==> config.mk <==
export PLATFORM = sky130hd
export DESIGN_NAME = can_rx_frame_fetcher
export DESIGN_NICKNAME = d
export VERILOG_FILES = /design/src/rtl/can_rx_frame_fetcher.sv
export SDC_FILE = /design/constraint.sdc
export NUM_CORES = 1
export LEC_CHECK = 0
export ABC_AREA = 1
export CELL_PAD_IN_SITES_DETAIL_PLACEMENT = 1
export CELL_PAD_IN_SITES_GLOBAL_PLACEMENT = 1
export CORE_AREA = 2 2 280 420
export DETAILED_ROUTE_END_ITERATION = 7
export DIE_AREA = 0 0 282 422
export GPL_TIMING_DRIVEN = 0
export PLACE_DENSITY_LB_ADDON = 0.1
export SLEW_MARGIN = 20
export SYNTH_ARGS = -nofsm -noshare
export SYNTH_HDL_FRONTEND = slang
export SYNTH_SLANG_ARGS = --single-unit
export TNS_END_PERCENT = 100
==> constraint.sdc <==
create_clock -name clk_i -period 5.52 [get_ports clk_i]
set_input_delay 1.104 -clock clk_i [delete_from_list [all_inputs] [get_ports clk_i]]
set_output_delay 1.104 -clock clk_i [all_outputs]
set_load 0.05 [all_outputs]
==> src/rtl/can_rx_frame_fetcher.sv <==
// Drains received CAN frames from a can_top_raw register port into a first-word-fall-through word FIFO.
// Optional macro CAN_RX_TIMESTAMP_EN prepends a 32-bit timestamp word to every frame.
module can_rx_frame_fetcher #(
    parameter logic [7:0] IR_ADDR    = 8'd3,
    parameter logic [7:0] CMR_ADDR   = 8'd1,
    parameter logic [7:0] RXBUF_BASE = 8'd16,
    parameter int         RD_LAT     = 1,
    parameter int         FIFO_DEPTH = 32
) (
    input  logic        clk_i,
    input  logic        res_n,
    input  logic        irq_n_i,
    output logic        reg_re_o,
    output logic [7:0]  reg_addr_read_o,
    input  logic [31:0] reg_data_in_i,
    output logic        reg_we_o,
    output logic [7:0]  reg_addr_write_o,
    output logic [31:0] reg_data_out_o,
    output logic        m_valid,
    input  logic        m_ready,
    output logic [31:0] m_data,
    output logic        m_sof,
    output logic        m_eof,
    output logic        busy,
    output logic [7:0]  ovf_cnt
);
    localparam int AW = $clog2(FIFO_DEPTH);
    localparam int CW = AW + 1;
    localparam logic [CW-1:0] DEPTH_C = CW'(FIFO_DEPTH);
    localparam logic [1:0]    LAT_C   = 2'(RD_LAT);
`ifdef CAN_RX_TIMESTAMP_EN
    localparam logic [CW-1:0] HDR_WORDS = CW'(3);
`else
    localparam logic [CW-1:0] HDR_WORDS = CW'(2);
`endif

    typedef enum logic [2:0] {
        S_IDLE, S_RD_IR, S_RD_INFO, S_RD_ID, S_RD_DATA, S_RELEASE, S_SETTLE
    } state_t;

    // Payload length in bytes from the info byte (RTR carries no data).
    function automatic logic [6:0] frame_len(input logic [7:0] info);
        logic [6:0] len;
        if (info[6]) begin
            len = 7'd0;
        end else if (!info[5]) begin
            len = (info[3:0] > 4'd8) ? 7'd8 : {3'd0, info[3:0]};
        end else begin
            case (info[3:0])
                4'd9:    len = 7'd12;
                4'd10:   len = 7'd16;
                4'd11:   len = 7'd20;
                4'd12:   len = 7'd24;
                4'd13:   len = 7'd32;
                4'd14:   len = 7'd48;
                4'd15:   len = 7'd64;
                default: len = {3'd0, info[3:0]};
            endcase
        end
        return len;
    endfunction

    state_t      state_q, state_d;
    logic        re_q, re_d;
    logic [7:0]  raddr_q, raddr_d;
    logic        we_q, we_d;
    logic [7:0]  waddr_q, waddr_d;
    logic [31:0] wdata_q, wdata_d;
    logic        pend_q, pend_d;
    logic [1:0]  lat_q, lat_d;
    logic [4:0]  ndata_q, ndata_d;
    logic [4:0]  k_q, k_d;
    logic [7:0]  ovf_q, ovf_d;
    logic        busy_q, busy_d;
`ifdef CAN_RX_TIMESTAMP_EN
    logic [31:0] ts_cnt_q, ts_cnt_d;
    logic [31:0] ts_q, ts_d;
    logic [31:0] info_q, info_d;
`endif

    logic [33:0]   fifo_mem [FIFO_DEPTH];
    logic [AW-1:0] wr_ptr_q, wr_ptr_d;
    logic [AW-1:0] rd_ptr_q, rd_ptr_d;
    logic [CW-1:0] count_q, count_d;
    logic          push_s, pop_s;
    logic [33:0]   push_word_s;

    logic          rd_state_s, rd_done_s;
    logic [7:0]    rd_addr_s;
    logic [6:0]    len_s;
    logic [6:0]    len_rnd_s;
    logic [4:0]    ndata_s;
    logic [CW-1:0] nwords_s, free_s;

    // Register-port read engine, length decode and frame FSM.
    always_comb begin
        state_d     = state_q;
        re_d        = 1'b0;
        raddr_d     = raddr_q;
        we_d        = 1'b0;
        waddr_d     = waddr_q;
        wdata_d     = wdata_q;
        pend_d      = pend_q;
        lat_d       = lat_q;
        ndata_d     = ndata_q;
        k_d         = k_q;
        ovf_d       = ovf_q;
        push_s      = 1'b0;
        push_word_s = {34{1'b0}};
        rd_done_s   = 1'b0;
`ifdef CAN_RX_TIMESTAMP_EN
        ts_cnt_d = ts_cnt_q + 32'd1;
        ts_d     = ts_q;
        info_d   = info_q;
`endif

        len_s     = frame_len(reg_data_in_i[7:0]);
        len_rnd_s = len_s + 7'd3;
        ndata_s   = len_rnd_s[6:2];
        nwords_s  = HDR_WORDS + CW'(ndata_s);
        free_s    = DEPTH_C - count_q;

        case (state_q)
            S_RD_IR:   rd_addr_s = IR_ADDR;
            S_RD_INFO: rd_addr_s = RXBUF_BASE;
            S_RD_ID:   rd_addr_s = RXBUF_BASE + 8'd1;
            S_RD_DATA: rd_addr_s = RXBUF_BASE + 8'd2 + {3'd0, k_q};
            default:   rd_addr_s = raddr_q;
        endcase
        rd_state_s = (state_q == S_RD_IR) || (state_q == S_RD_INFO) ||
                     (state_q == S_RD_ID) || (state_q == S_RD_DATA);

        // One read in flight: issue, count down the latency, then sample.
        if (rd_state_s) begin
            if (!pend_q) begin
                re_d    = 1'b1;
                raddr_d = rd_addr_s;
                pend_d  = 1'b1;
                lat_d   = LAT_C;
            end else if (lat_q == 2'd0) begin
                rd_done_s = 1'b1;
                pend_d    = 1'b0;
            end else begin
                lat_d = lat_q - 2'd1;
            end
        end else begin
            pend_d = 1'b0;
        end

        case (state_q)
            S_IDLE: begin
                if (!irq_n_i) begin
                    state_d = S_RD_IR;
`ifdef CAN_RX_TIMESTAMP_EN
                    ts_d = ts_cnt_q;
`endif
                end else begin
                    state_d = S_IDLE;
                end
            end
            S_RD_IR: begin
                if (rd_done_s) begin
                    state_d = reg_data_in_i[0] ? S_RD_INFO : S_IDLE;
                end else begin
                    state_d = S_RD_IR;
                end
            end
            S_RD_INFO: begin
                if (rd_done_s) begin
                    ndata_d = ndata_s;
                    k_d     = 5'd0;
                    if (free_s < nwords_s) begin
                        ovf_d   = (ovf_q == 8'hFF) ? ovf_q : ovf_q + 8'd1;
                        state_d = S_RELEASE;
                    end else begin
                        push_s = 1'b1;
`ifdef CAN_RX_TIMESTAMP_EN
                        push_word_s = {1'b1, 1'b0, ts_q};
                        info_d      = reg_data_in_i;
`else
                        push_word_s = {1'b1, 1'b0, reg_data_in_i};
`endif
                        state_d = S_RD_ID;
                    end
                end else begin
                    state_d = S_RD_INFO;
                end
            end
            S_RD_ID: begin
`ifdef CAN_RX_TIMESTAMP_EN
                // The info word follows the timestamp while the id read is issued.
                if (!pend_q) begin
                    push_s      = 1'b1;
                    push_word_s = {1'b0, 1'b0, info_q};
                end else begin
                    push_s = 1'b0;
                end
`endif
                if (rd_done_s) begin
                    push_s      = 1'b1;
                    push_word_s = {1'b0, (ndata_q == 5'd0), reg_data_in_i};
                    state_d     = (ndata_q == 5'd0) ? S_RELEASE : S_RD_DATA;
                end else begin
                    state_d = S_RD_ID;
                end
            end
            S_RD_DATA: begin
                if (rd_done_s) begin
                    push_s      = 1'b1;
                    push_word_s = {1'b0, (k_q == ndata_q - 5'd1), reg_data_in_i};
                    if (k_q == ndata_q - 5'd1) begin
                        state_d = S_RELEASE;
                    end else begin
                        k_d = k_q + 5'd1;
                    end
                end else begin
                    state_d = S_RD_DATA;
                end
            end
            S_RELEASE: begin
                we_d    = 1'b1;
                waddr_d = CMR_ADDR;
                wdata_d = 32'h0000_0004;
                state_d = S_SETTLE;
            end
            // Gives the controller a cycle to drop its interrupt level.
            S_SETTLE: state_d = S_IDLE;
            default:  state_d = S_IDLE;
        endcase

        busy_d = (state_d != S_IDLE);
    end

    // FIFO pointer and occupancy bookkeeping.
    always_comb begin
        pop_s    = (count_q != {CW{1'b0}}) && m_ready;
        wr_ptr_d = push_s ? wr_ptr_q + AW'(1) : wr_ptr_q;
        rd_ptr_d = pop_s  ? rd_ptr_q + AW'(1) : rd_ptr_q;
        case ({push_s, pop_s})
            2'b10:   count_d = count_q + CW'(1);
            2'b01:   count_d = count_q - CW'(1);
            default: count_d = count_q;
        endcase
    end

    // Control, port and FIFO state registers.
    always_ff @(posedge clk_i or negedge res_n) begin
        if (!res_n) begin
            state_q  <= S_IDLE;
            re_q     <= 1'b0;
            raddr_q  <= 8'd0;
            we_q     <= 1'b0;
            waddr_q  <= 8'd0;
            wdata_q  <= 32'd0;
            pend_q   <= 1'b0;
            lat_q    <= 2'd0;
            ndata_q  <= 5'd0;
            k_q      <= 5'd0;
            ovf_q    <= 8'd0;
            busy_q   <= 1'b0;
            wr_ptr_q <= {AW{1'b0}};
            rd_ptr_q <= {AW{1'b0}};
            count_q  <= {CW{1'b0}};
        end else begin
            state_q  <= state_d;
            re_q     <= re_d;
            raddr_q  <= raddr_d;
            we_q     <= we_d;
            waddr_q  <= waddr_d;
            wdata_q  <= wdata_d;
            pend_q   <= pend_d;
            lat_q    <= lat_d;
            ndata_q  <= ndata_d;
            k_q      <= k_d;
            ovf_q    <= ovf_d;
            busy_q   <= busy_d;
            wr_ptr_q <= wr_ptr_d;
            rd_ptr_q <= rd_ptr_d;
            count_q  <= count_d;
        end
    end

`ifdef CAN_RX_TIMESTAMP_EN
    // Free-running timestamp and its per-frame capture.
    always_ff @(posedge clk_i or negedge res_n) begin
        if (!res_n) begin
            ts_cnt_q <= 32'd0;
            ts_q     <= 32'd0;
            info_q   <= 32'd0;
        end else begin
            ts_cnt_q <= ts_cnt_d;
            ts_q     <= ts_d;
            info_q   <= info_d;
        end
    end
`endif

    // FIFO storage; entries are only meaningful below count_q.
    always_ff @(posedge clk_i) begin
        if (push_s) begin
            fifo_mem[wr_ptr_q] <= push_word_s;
        end
    end

    assign reg_re_o         = re_q;
    assign reg_addr_read_o  = raddr_q;
    assign reg_we_o         = we_q;
    assign reg_addr_write_o = waddr_q;
    assign reg_data_out_o   = wdata_q;
    assign m_valid          = (count_q != {CW{1'b0}});
    assign m_sof            = fifo_mem[rd_ptr_q][33];
    assign m_eof            = fifo_mem[rd_ptr_q][32];
    assign m_data           = fifo_mem[rd_ptr_q][31:0];
    assign busy             = busy_q;
    assign ovf_cnt          = ovf_q;

endmodule

* After elaboration in Yosys (flattened, before gate mapping)
Memories as Yosys holds them, arrays and structs flattened.
Index checks and enable logic that the tools add are counted.
** Operators by class
- Add/sub/neg operators :: 12
- $lt $le $gt $ge :: 2
- Equality and inequality tests :: 20
- Mux-type cells :: 42
- Bitwise logic cells :: 2
- Reductions and logical operators :: 18
** Operator list (number)
- $pmux 34 s3 :: 1
- $mux 34 :: 2
- $mux 33 :: 2
- $pmux 7 s7 :: 1
- $pmux 8 s4 :: 1
- $eq 4x4->1 const B :: 7
- $pmux 3 s6 :: 1
- $mux 1 :: 16
- $add 5x1->5 const B :: 3
- $mux 3 :: 5
- $mux 5 :: 3
- $mux 7 :: 2
- $pmux 6 s2 :: 1
- $pmux 5 s2 :: 1
- $add 8x1->8 const B :: 1
- $eq 8x8->1 const B :: 1
- $mux 2 :: 4
- $ne 2x2->1 const B :: 4
- $reduce_and 4->1 :: 2
- $add 7x2->7 const B :: 1
- $add 2x5->6 const A :: 1
- $add 5x5->6 const A :: 1
- $add 6x1->6 const B :: 1
- $eq 3x2->1 const B :: 2
- 26 further kinds :: 32
** Storage, ports and cells
- Register bits :: 52
- Memory bits (writable) :: 1088
- Input bits :: 36
- Output and inout bits :: 94
- Word-level logic and storage cells :: 111
- Memories :: 1
** Memories
- fifo_mem :: words 32, bits a word 34, read ports 1, clocked after Yosys merged registers in 0, wr ports 1, line 81 : logic [33:0] fifo_mem [FIFO_DEPTH];

* Longest topological paths before layout
Gate-level depths: netlist of the first run.
- Depth in word-level cells :: 12
- Gate-level depth with buffers :: 27
- Gate-level depth less buffers :: 26

* Worst setup path after synthesis of the first run
OpenSTA, ideal clock, no wires.
- Path type :: in2reg
- Start point :: in reg_data_in_i[3]
- End point :: mem fifo_mem[31][0], enable pin
- Library setup time :: 425 ps
- Data arrival time :: 4408 ps
- Data required time :: 5095 ps
- Slack :: 687 ps
- Stages :: 16
- Buffers on the path :: 1
- Cells stage by stage :: nand2_1 a21oi_1 a21oi_1 o21ai_0 o21ai_0 ha_1 xor2_1 ha_1 a21oi_1 o21a_1 nand2_1 nand2_2 nand2_4 buf_6 nand2_1 nor2_1
** On the way
- Longest elaborated chain between the ends :: 12
- Elaborated cells between the ends (all ways) :: 20
- Those cells by class :: add/sub (2); order compare (2); eq/ne (7); mux (9)
** Ends and longest elaborated chain
- start, declared :: line 15 : input logic [31:0] reg_data_in_i,
- $gt 4x4->1 or $eq 4x4->1 (tied branches) :: line 47, 49
- $mux 4 or $pmux 7 s7 (tied branches) :: line 47, 49
- $mux 7 * :: line 46 : end else if (!info[5]) begin
- $mux 7 * :: line 44 : if (info[6]) begin
- $add 7x2->7 * :: line 118 : len_rnd_s = len_s + 7'd3;
- via len_rnd_s[3] :: line 91 : logic [6:0] len_rnd_s;
- $add 2x5->6 * :: line 120 : nwords_s = HDR_WORDS + CW'(ndata_s);
- $lt 6x6->1 * :: line 172 : if (free_s < nwords_s) begin
- $mux 1 * :: line 172
- $mux 1 * :: line 169 : if (rd_done_s) begin
- $pmux 1 s2 * :: line 150 : case (state_q)
- $mux 1 * :: line 300 : if (push_s) begin
- $mux 1 (not written as such) * :: line 301 : fifo_mem[wr_ptr_q] <= push_word_s;
- end, declared :: line 81
Mark *: on every way through the listed nets, which the timed path passes. The rest lies on a longest branch.

* Worst setup path in the final report of the first run
- Start point :: reg rd_ptr_q[1]
- End point :: out m_data[11]
** On the way
- Longest elaborated chain between the ends :: 1
** Ends and longest elaborated chain
- start, declared :: line 83 : logic [AW-1:0] rd_ptr_q, rd_ptr_d;
- start signal, assigned :: line 262 : rd_ptr_q <= {AW{1'b0}};
- start signal, assigned :: line 278 : rd_ptr_q <= rd_ptr_d;
- $mem_v2 32x34
- end, declared :: line 21 : output logic [31:0] m_data,
No other way between the ends.

==> results of run 1 <==
==> cell families (layout without fill, tap and decap cells) <==
group / count (synthesis) / in the layout / share of synthesized area (%)
and+or+nand+nor: 1040 / 1040 / 9.35
buffers and inverters: 393 / 772 / 3.77
DFF: 1138 / 1138 / 74.0
other: 2 / 43 / 0.0164
xor gates and xnor gates: 31 / 31 / 0.592
adders and majority gates: 24 / 24 / 0.671
AOI/OAI and AO/OA: 923 / 923 / 11.6
==> flip-flops by register name, indices dropped and copies added, names as in the netlist, 2 cells and up <==
| signal | count |
|---|---|
| ovf_cnt | 8 |
| reg_addr_read_o | 6 |
| state_q | 3 |
| fifo_mem | 1088 |
| rd_ptr_q | 5 |
| ndata_q | 5 |
| wr_ptr_q | 5 |
| k_q | 5 |
| count_q | 6 |
| lat_q | 2 |
==> area by class of cell <==
| type | instances | area [um2] |
|---|---|---|
| fill | 11686 | 60700 |
| sequential | 1138 | 33900 |
| multi-input combinational | 2059 | 10800 |
| timing repair buffer | 181 | 2970 |
| clock buffer | 143 | 2910 |
| tap | 1550 | 1940 |
| buffer | 270 | 1340 |
| inverter | 123 | 467 |
| clock inverter | 55 | 387 |
| antenna | 2 | 5.00 |
==> routing by layer <==
metal,global-route usage (%),vias to the layer above,share of wire [%]
met5,0,-,0.014
met4,14.1,4,5.0
met3,3.59,299,5.3
met2,54.8,1097,54
met1,32.3,16281,35
li1,-,13690,-
==> worst max-delay path: stages (launching register included) <==
cell and delay (ns):
dfrtp_1 0.52, buf_2 0.39, clkbuf_1 0.56, o21ai_0 0.19
o22ai_1 0.32, o211ai_1 0.25, nand3_1 0.24, o21ai_1 0.16
inv_1 0.11, clkdlybuf4s50_1 0.87
==> worst max path at each step <==
stage                                  startpoint                   endpoint  cells after the start
after global placement           reg_data_in_i[0]  fifo_mem[4][16]$_DFFE_PP_                     16
final                     rd_ptr_q[1]$_DFFE_PN0P_                 m_data[11]                      9
after CTS                 rd_ptr_q[0]$_DFFE_PN0P_                 m_data[24]                     11
after detailed placement         reg_data_in_i[0]     count_q[5]$_DFFE_PN0P_                     26
after global routing      rd_ptr_q[1]$_DFFE_PN0P_                 m_data[12]                     10
after floorplan                  reg_data_in_i[3]  fifo_mem[31][0]$_DFFE_PP_                     16
==> cell usage after synthesis (3+ instances only) <==
master | instances | share of area (%)
a21oi_1 | 11 | 0.12
o22ai_1 | 171 | 2.3
or2_2 | 4 | 0.055
nand4_1 | 35 | 0.48
o211ai_1 | 32 | 0.52
inv_2 | 10 | 0.082
clkbuf_1 | 173 | 1.4
buf_1 | 7 | 0.057
dfrtp_1 | 50 | 2.7
o21ai_0 | 559 | 6.1
xnor2_1 | 9 | 0.17
buf_4 | 46 | 0.75
o21ai_1 | 40 | 0.44
nor2_2 | 26 | 0.35
inv_1 | 110 | 0.90
nor3_1 | 3 | 0.033
nor2_4 | 4 | 0.098
o221ai_1 | 104 | 2.0
nand2_2 | 7 | 0.096
buf_2 | 40 | 0.44
xor2_1 | 22 | 0.42
edfxtp_1 | 1088 | 71
nand2_1 | 236 | 1.9
nor2_1 | 610 | 5.0
nand3_1 | 108 | 1.2
buf_6 | 4 | 0.098
ha_1 | 23 | 0.63
==> power by group through the flow <==
stage	Sequential (mW)	Combinational, mW	Clock (mW)
2_1_floorplan	10.1	6.54	0
3_3_place_gp	10.1	12.4	0
3_5_place_dp	10.1	12.8	0
4_1_cts	9.89	12.8	7.27
5_1_grt	9.90	13.4	7.57
6_report	9.89	12.8	7.19
==> repair_timing <==
| item | 4_1_cts | 5_1_grt |
|---|---|---|
| cloned | 0 | 0 |
| endpoints found under the setup margin | 36 | 17 |
| pin swaps | 5 | 1 |
| resized for setup | 62 | 35 |
==> per-stage QoR <==
step / hold slack, ns / TNS (ns) / setup WS (ns)
floorplan: 0.442 / 0 / 0.687
global placement: 0.460 / -3761.36 / -2.90
detailed placement: 0.474 / -117.03 / -0.907
CTS: 0.253 / 0 / 0.000363
global route: 0.293 / -0.00345 / -0.00345
finish: 0.282 / 0 / 0.0564
==> results.yml, run 1 <==
clocking:
  tritoncts: "done"
  clock-root-buffer: "clkbuf_16"
  post_cts_buffers: 0
  htree_levels: 3
  clkSlewWorstSetupHoldPaths_ns: 0.06
  hold_buffers: 0
  cts_buffer_depth: 3
  clk_latency_ns: 0.74
  clock-sinks: 1138
  cts-buffers-inserted: 108
floorplan:
  fp.dieW_um: 282
  placementRows: 153
  dieArea_um2: 119000
  core_area_um2: 115000
  initial_core_util_pct: 39.7
  die_y_um: 422
  io_pins: 130
timing:
  report.final.slew_viol_count: 0
  hold_viol: 0
  min_period_over_period_pct: 99.0
  period_minus_slack_ns: 5.46
  finalSetupViolCount: 0
  tightest_slew_ns: 1.11
  max_slew_margin_pct: 25.5
  fin_skew_ns: 0.0270
  fmax_mhz: 183
power:
  seq_power_share_pct: 33.2
  power_frac_comb_pct: 42.7
  leakagePower_nw: 18.6
  power.internal_mw: 16.7
  p_total_mw: 29.8
  clockPowerShare_pct: 24.1
  swShare_pct: 44.1
  power_density_nw_per_um2: 545
  net-switching-power_mw: 13.2
  ir_worst_vdd_v: 0.000565
critical_path:
  r2r_cells: 22
  cp-end-kind: "primary output"
  cp_max_fo: 10
  r2r-end: "count_q[5]$_DFFE_PN0P_"
  r2r_start: "count_q[0]$_DFFE_PN0P_"
  worstPathRequired_ns: 4.42
  start_kind: "flop"
  rrSetupSlack_ns: 1.38
  path_class: "flop to primary output"
  crit_arrival_ns: 4.36
synthesis:
  ys.flop_type: "edfxtp_1"
  synth_edf_count: 1088
  synth_async_sr_flop_share_pct: 4.39
  ys_warn_count: 0
  synthCells: 3551
  avgSynthCellArea_um2: 12.9
  synth.distinct_cells: 43
  mappedNetlistArea_um2: 45800
  yosys_register_bits: 1138
  synth.yosys.seq_area_share_pct: 74.0
run:
  drv_cap: 0
drt:
  drt-vias-per-instance: 5.68
  wire_per_inst_um: 31.5
  ant_nets: 0
  drt_iter0_markers: 2734
  wl_mm: 174
  drc: 0
  vias: 31371
  dr.pass1.iters: 7
place:
  hpwl_mm: 128
  placedInstanceArea_um2: 51300
  gp_congestion: 0.849
  dpl.cell_count: 5321
  io_buffer_count: 89
global_route:
  grt_antenna_before_repair: 8
  grtUsageTotal_pct: 29.3
  grt_first_pass_wirelength_mm: 242
  grt_pass1_vias: 32555
  grt_max_degree: 33
  overflow: 0
cells_and_area:
  mostFrequentLayoutCell: "edfxtp_1"
  stdcell_area_um2: 54700
  final_cells: 5521
  fin_nets: 3941
  final_util_pct: 47.4
  layout_common_cells: "edfxtp_1 (1,088), nor2_1 (569), o21ai_0 (558)"
  drive_above_1_share_pct: 12.1
  syn2layout_area_growth_pct: 19.4
run_status:
  status: "finished clean"
min_path:
  worst_hold_path_type: "input port to async pin"
Power figures use the tool's default switching activity.
==> inputs of run 2 (changes only) <==
--- a/config.mk
+++ b/config.mk
@@ -15,2 +15,3 @@
 export PLACE_DENSITY_LB_ADDON = 0.1
+export RECOVER_POWER = 50
 export SLEW_MARGIN = 20
--- a/constraint.sdc
+++ b/constraint.sdc
@@ -3,2 +3,2 @@
 set_output_delay 1.104 -clock clk_i [all_outputs]
-set_load 0.05 [all_outputs]
+set_load 0.01 [all_outputs]
==> run 2 against run 1 <==
The run now ends with capacitance limit, slew limit, setup timing left; total power decreased by 3.8%; die area unchanged; maximum frequency decreased by 1.6%; final cell count about the same; clock power about the same; sequential cell count unchanged; design area decreased by 1.3%; clock-buffer cell count unchanged; global-route usage about the same; largest cell class unchanged.
==> results.yml, run 2 (synthesized netlist as in run 1, its figures left out) <==
cells_and_area:
  largest_reg_flops: 1088
  layout_common_cells: "edfxtp_1 (1,088), nor2_1 (597), o21ai_0 (559)"
  final_cells: 5519
  antennaDiodeCount: 0
  n_fill_cell: 11778
  seq_area_um2: 33900
  regMostFlops: "fifo_mem"
  fin_nets: 3941
  syn2layout_area_growth_pct: 17.8
  mostFrequentLayoutCell: "edfxtp_1"
  multi_input_area_um2: 10500
  drive_above_1_share_pct: 10.1
critical_path:
  cp_max_fo: 10
  r2r_cells: 14
  worstPathRequired_ns: 4.42
  cp-end-kind: "primary output"
  path_class: "flop to primary output"
  start_kind: "flop"
  crit_arrival_ns: 4.45
drt:
  drt-vias-per-instance: 5.69
  ant_nets: 0
  vias: 31387
  drt_iter0_markers: 2512
  drc: 0
  wire_per_inst_um: 31.5
  wl_mm: 174
  dr.pass1.iters: 5
floorplan:
  dieArea_um2: 119000
  initial_core_util_pct: 39.7
  die_y_um: 422
  core_area_um2: 115000
  placementRows: 153
  io_pins: 130
  fp.dieW_um: 282
clocking:
  cts_buffer_depth: 3
  clock-root-buffer: "clkbuf_16"
  post_cts_buffers: 0
  tritoncts: "done"
  htree_levels: 3
  clk_latency_ns: 0.74
  clock-sinks: 1138
  clkSlewWorstSetupHoldPaths_ns: 0.06
  cts-buffers-inserted: 108
timing:
  max_slew_margin_pct: -30.9
  fin_skew_ns: 0.0253
  report.final.slew_viol_count: 92
  period_minus_slack_ns: 5.55
  final.setup.worst_slack_ns: -0.0342
  finalSetupViolCount: 1
  totalNegativeSetupSlack_ns: -0.0342
  tightest_slew_ns: 1.96
  min_period_over_period_pct: 101
  fmax_mhz: 180
  holdWs_ns: 0.482
  hold_viol: 0
power:
  p_total_mw: 28.7
  leakagePower_nw: 18.3
  power_density_nw_per_um2: 532
  ir_worst_vdd_v: 0.000325
run:
  drv_cap: 4
run_status:
  violations: "capacitance limit, slew limit, setup timing"
  status: "finished with violations"
global_route:
  grt_antenna_before_repair: 7
  grt_first_pass_wirelength_mm: 243
  busiest_layer: "met2"
  grtUsageMet3_pct: 3.66
  grt_max_degree: 33
  use_met2_pct: 54.9
  grt_pass1_vias: 32628
  overflow: 0
  grtUsageMet1_pct: 32.1
  grtUsageTotal_pct: 29.3
place:
  io_buffer_count: 89
  hpwl_mm: 128
  gp_congestion: 0.849
  dpl.cell_count: 5321
min_path:
  worst_hold_path_type: "flop to flop"
  hold_depth: 2
## run 2: changes by cell type in the layout (fill, tap and decap cells not counted), sizes merged, moves of 2 or more
cell          change
dlygate4sd2      -15
diode             -2
dlygate4sd3      +21
clkbuf           +19
dlymetal6s2s      -6
buf              -21
## run 2: cell type report
cell class,instances,area share [%]
buffer,270,2.37
clock buffer,143,5.38
clock inverter,55,0.716
inverter,123,0.864
multi-input combinational,2059,19.4
sequential,1138,62.8
tap,1550,3.59
timing repair buffer,181,4.87
## run 2: where the power goes
part	leakage, nW	internal (mW)	switching [mW]	total (mW)
combinational	5.92	3.04	8.59	11.6
clock	1.61	3.88	3.32	7.19
sequential	10.8	9.76	0.130	9.89
total	18.3	16.7	12.0	28.7
## run 2: critical path, cell delays in order (launching register included)
cell and delay, ns:
dfrtp_1 0.51, clkbuf_1 0.88, clkbuf_1 0.54, o21ai_0 0.20
o22ai_1 0.36, nand2_1 0.11, nand4_1 0.14, o21ai_1 0.30
inv_1 0.14, clkdlybuf4s50_1 0.54
## run 2: what timing repair did
item,CTS,global route
resized for setup,7,41
pin swaps,0,3
hold buffers,0,0
setup endpoints to repair,20,13
## run 2: through the flow
stage / setup slack (ns) / util, % / cell area (um2)
2_1_floorplan: 0.687 / - / 46000
5_1_grt: -0.00691 / 46.8 / 54000
3_3_place_gp: -2.90 / 42.3 / 48800
3_5_place_dp: -0.907 / 44.5 / 51300
6_report: -0.0342 / 46.8 / 54000
4_1_cts: -0.0778 / 47.3 / 54600
## run 2: per-layer routing
layer	vias up	share of wire [%]
li1	13684	-
met1	16271	35
met2	1105	54
met3	325	5.3
met4	2	5.5
met5	-	0.0075
## run 2: worst paths after layout
kind                                          from                         end  slack (ns)
min reg2reg                   lat_q[0]$_DFFE_PN0P_        lat_q[0]$_DFFE_PN0P_        0.48
max in group asynchronous                    res_n      count_q[1]$_DFFE_PN0P_        2.39
min in group asynchronous                    res_n        state_q[1]$_DFF_PN0_        0.67
max reg2reg                 count_q[0]$_DFFE_PN0P_  fifo_mem[11][31]$_DFFE_PP_        1.24
min                           lat_q[0]$_DFFE_PN0P_        lat_q[0]$_DFFE_PN0P_        0.48
max                        rd_ptr_q[1]$_DFFE_PN0P_                   m_data[3]       -0.03
==> inputs of run 3 (changes only) <==
- CORE_AREA: 2 2 280 420 -> 2 2 299 449
- DIE_AREA: 0 0 282 422 -> 0 0 301 451
==> run 3 against run 2 <==
The run ends with capacitance limit, slew limit left; final cell count is 3.8% higher; routed wire length rose by 2.7%; critical path depth rose by 3; sequential share of layout area is 0.68 points lower; clock skew shrank 0.0015 ns; maximum frequency increased by 1.0%; register-to-register slack got worse by 0.06 ns; sequential cell count unchanged; critical path type unchanged; critical endpoint is now m_data[19].
==> results.yml, run 3 (synthesized netlist as in run 1, its figures left out) <==
power:
  clockPowerShare_pct: 26.1
  seq_power_share_pct: 33.8
  power.internal_mw: 17.1
  net-switching-power_mw: 12.2
  p_total_mw: 29.3
  swShare_pct: 41.6
  power_density_nw_per_um2: 536
  ir_worst_vdd_v: 0.000294
  leakagePower_nw: 18.5
  power_frac_comb_pct: 40.1
drt:
  wl_mm: 179
  route.met3.wl_mm: 8.60
  dr.pass1.iters: 8
  highest_layer: "met5"
  drc: 0
  drt_iter0_markers: 2318
  ant_nets: 0
  wl_met2_mm: 95.4
  wl_met1_mm: 66.4
  wire_per_inst_um: 31.2
  vias: 31126
  drt-vias-per-instance: 5.44
global_route:
  grt_max_degree: 33
  grt_antenna_before_repair: 17
  grtUsageTotal_pct: 26.3
  grt_pass1_vias: 32347
  grt_first_pass_wirelength_mm: 249
  overflow: 0
place:
  pre_cts_slack_ns: -0.635
  io_buffer_count: 89
  hpwl_mm: 131
  gp_congestion: 0.849
  placedInstanceArea_um2: 51700
cells_and_area:
  syn2layout_area_growth_pct: 19.1
  largest_reg_flops: 1088
  seq_area_um2: 33900
  regMostFlops: "fifo_mem"
  drive_above_1_share_pct: 10.1
  stdcell_area_um2: 54600
  layout_common_cells: "edfxtp_1 (1,088), nor2_1 (621), o21ai_0 (559)"
  multi_input_area_um2: 10400
  mostFrequentLayoutCell: "edfxtp_1"
  n_fill_cell: 13778
  fin_nets: 3947
timing:
  holdWs_ns: 0.491
  fin_skew_ns: 0.0238
  report.final.slew_viol_count: 107
  finalSetupViolCount: 0
  rsz0062_at_grt: "yes"
  min_period_over_period_pct: 99.6
  max_slew_margin_pct: -33.9
  final.setup.worst_slack_ns: 0.0208
  hold_viol: 0
  fmax_mhz: 182
  tightest_slew_ns: 2.00
  period_minus_slack_ns: 5.50
floorplan:
  dieArea_um2: 136000
  io_pins: 130
  die_y_um: 451
  initial_core_util_pct: 34.6
  placementRows: 164
  core_area_um2: 132000
  fp.dieW_um: 301
clocking:
  hold_buffers: 0
  clock-sinks: 1138
  htree_levels: 3
  clk_latency_ns: 0.73
  tritoncts: "done"
  post_cts_buffers: 0
  clock-root-buffer: "clkbuf_16"
  cts-buffers-inserted: 110
  cts_buffer_depth: 3
  clkSlewWorstSetupHoldPaths_ns: 0.07
run_status:
  violations: "capacitance limit, slew limit"
  status: "finished with violations"
critical_path:
  cp_max_fo: 19
  worstPathRequired_ns: 4.42
  r2r-end: "fifo_mem[21][6]$_DFFE_PP_"
  start_kind: "flop"
  rrSetupSlack_ns: 1.18
  r2r_start: "state_q[0]$_DFF_PN0_"
  r2r_cells: 11
  crit_arrival_ns: 4.40
  path_class: "flop to primary output"
  cp-end-kind: "primary output"
min_path:
  min_to: "lat_q[0]$_DFFE_PN0P_"
  min_from: "lat_q[0]$_DFFE_PN0P_"
  hold_depth: 2
  worst_hold_path_type: "flop to flop"
run:
  drv_cap: 8
==> run 3: what timing repair did <==
item	in CTS	in global routing
pin swaps	10	6
endpoints found under the setup margin	26	13
gates resized for setup	37	27
==> run 3: routing by layer <==
metal  GRT usage (%)  vias to the layer above
li1                -                    13725
met1            30.0                    16156
met2            49.0                      956
met3            3.24                      281
met4            10.8                        8
met5               0                        -
==> run 3: how the worst max path moves through the flow <==
stage | from | slack, ns | end
2_1_floorplan | reg_data_in_i[3] | 0.69 | fifo_mem[31][0]$_DFFE_PP_
3_3_place_gp | reg_data_in_i[2] | -2.91 | fifo_mem[0][10]$_DFFE_PP_
3_5_place_dp | reg_data_in_i[0] | -0.63 | count_q[5]$_DFFE_PN0P_
4_1_cts | rd_ptr_q[1]$_DFFE_PN0P_ | -0.0001 | m_data[20]
5_1_grt | rd_ptr_q[0]$_DFFE_PN0P_ | -0.04 | m_data[4]
6_report | rd_ptr_q[0]$_DFFE_PN0P_ | 0.02 | m_data[19]
==> run 3: worst max-delay path: stages (launching register included) <==
cell and delay (ns):
dfrtp_1 0.39, buf_4 0.20, inv_2 0.10, buf_4 0.26
buf_6 0.34, clkbuf_1 0.72, o21ai_0 0.18, o22ai_1 0.30
nand2_1 0.10, nand4_1 0.16, o21ai_1 0.22, inv_1 0.13
clkdlybuf4s50_1 0.54
==> run 3: power by group through the flow <==
stage	registers [mW]	logic, mW	clock network [mW]
finish	9.89	11.7	7.63
global route	9.91	12.5	8.04
CTS	9.89	12.0	7.73
detailed placement	10.1	11.8	0
global placement	10.1	11.6	0
floorplan	10.0	5.55	0
==> run 3: layout make-up <==
class                   instances  area share, %
repair buffers                186           5.10
clock inverters                61           1.06
clock buffers                 143           5.40
plain buffers                 269           2.38
diodes                          4         0.0183
multi-input cells            2059           19.0
well taps                    1743           3.99
inverters                     123          0.850
flip-flops and latches       1138           62.1
==> run 3: through the flow <==
stage | utilization (%) | setup TNS, ns | cells
after floorplan | - | 0 | 3590
after global placement | 37.1 | -3600.16 | 5422
after detailed placement | 39.1 | -13.09 | 5518
after CTS | 41.8 | -0.000137 | 5721
after global routing | 41.2 | -0.0479 | 5724
final | 41.2 | 0 | 5726
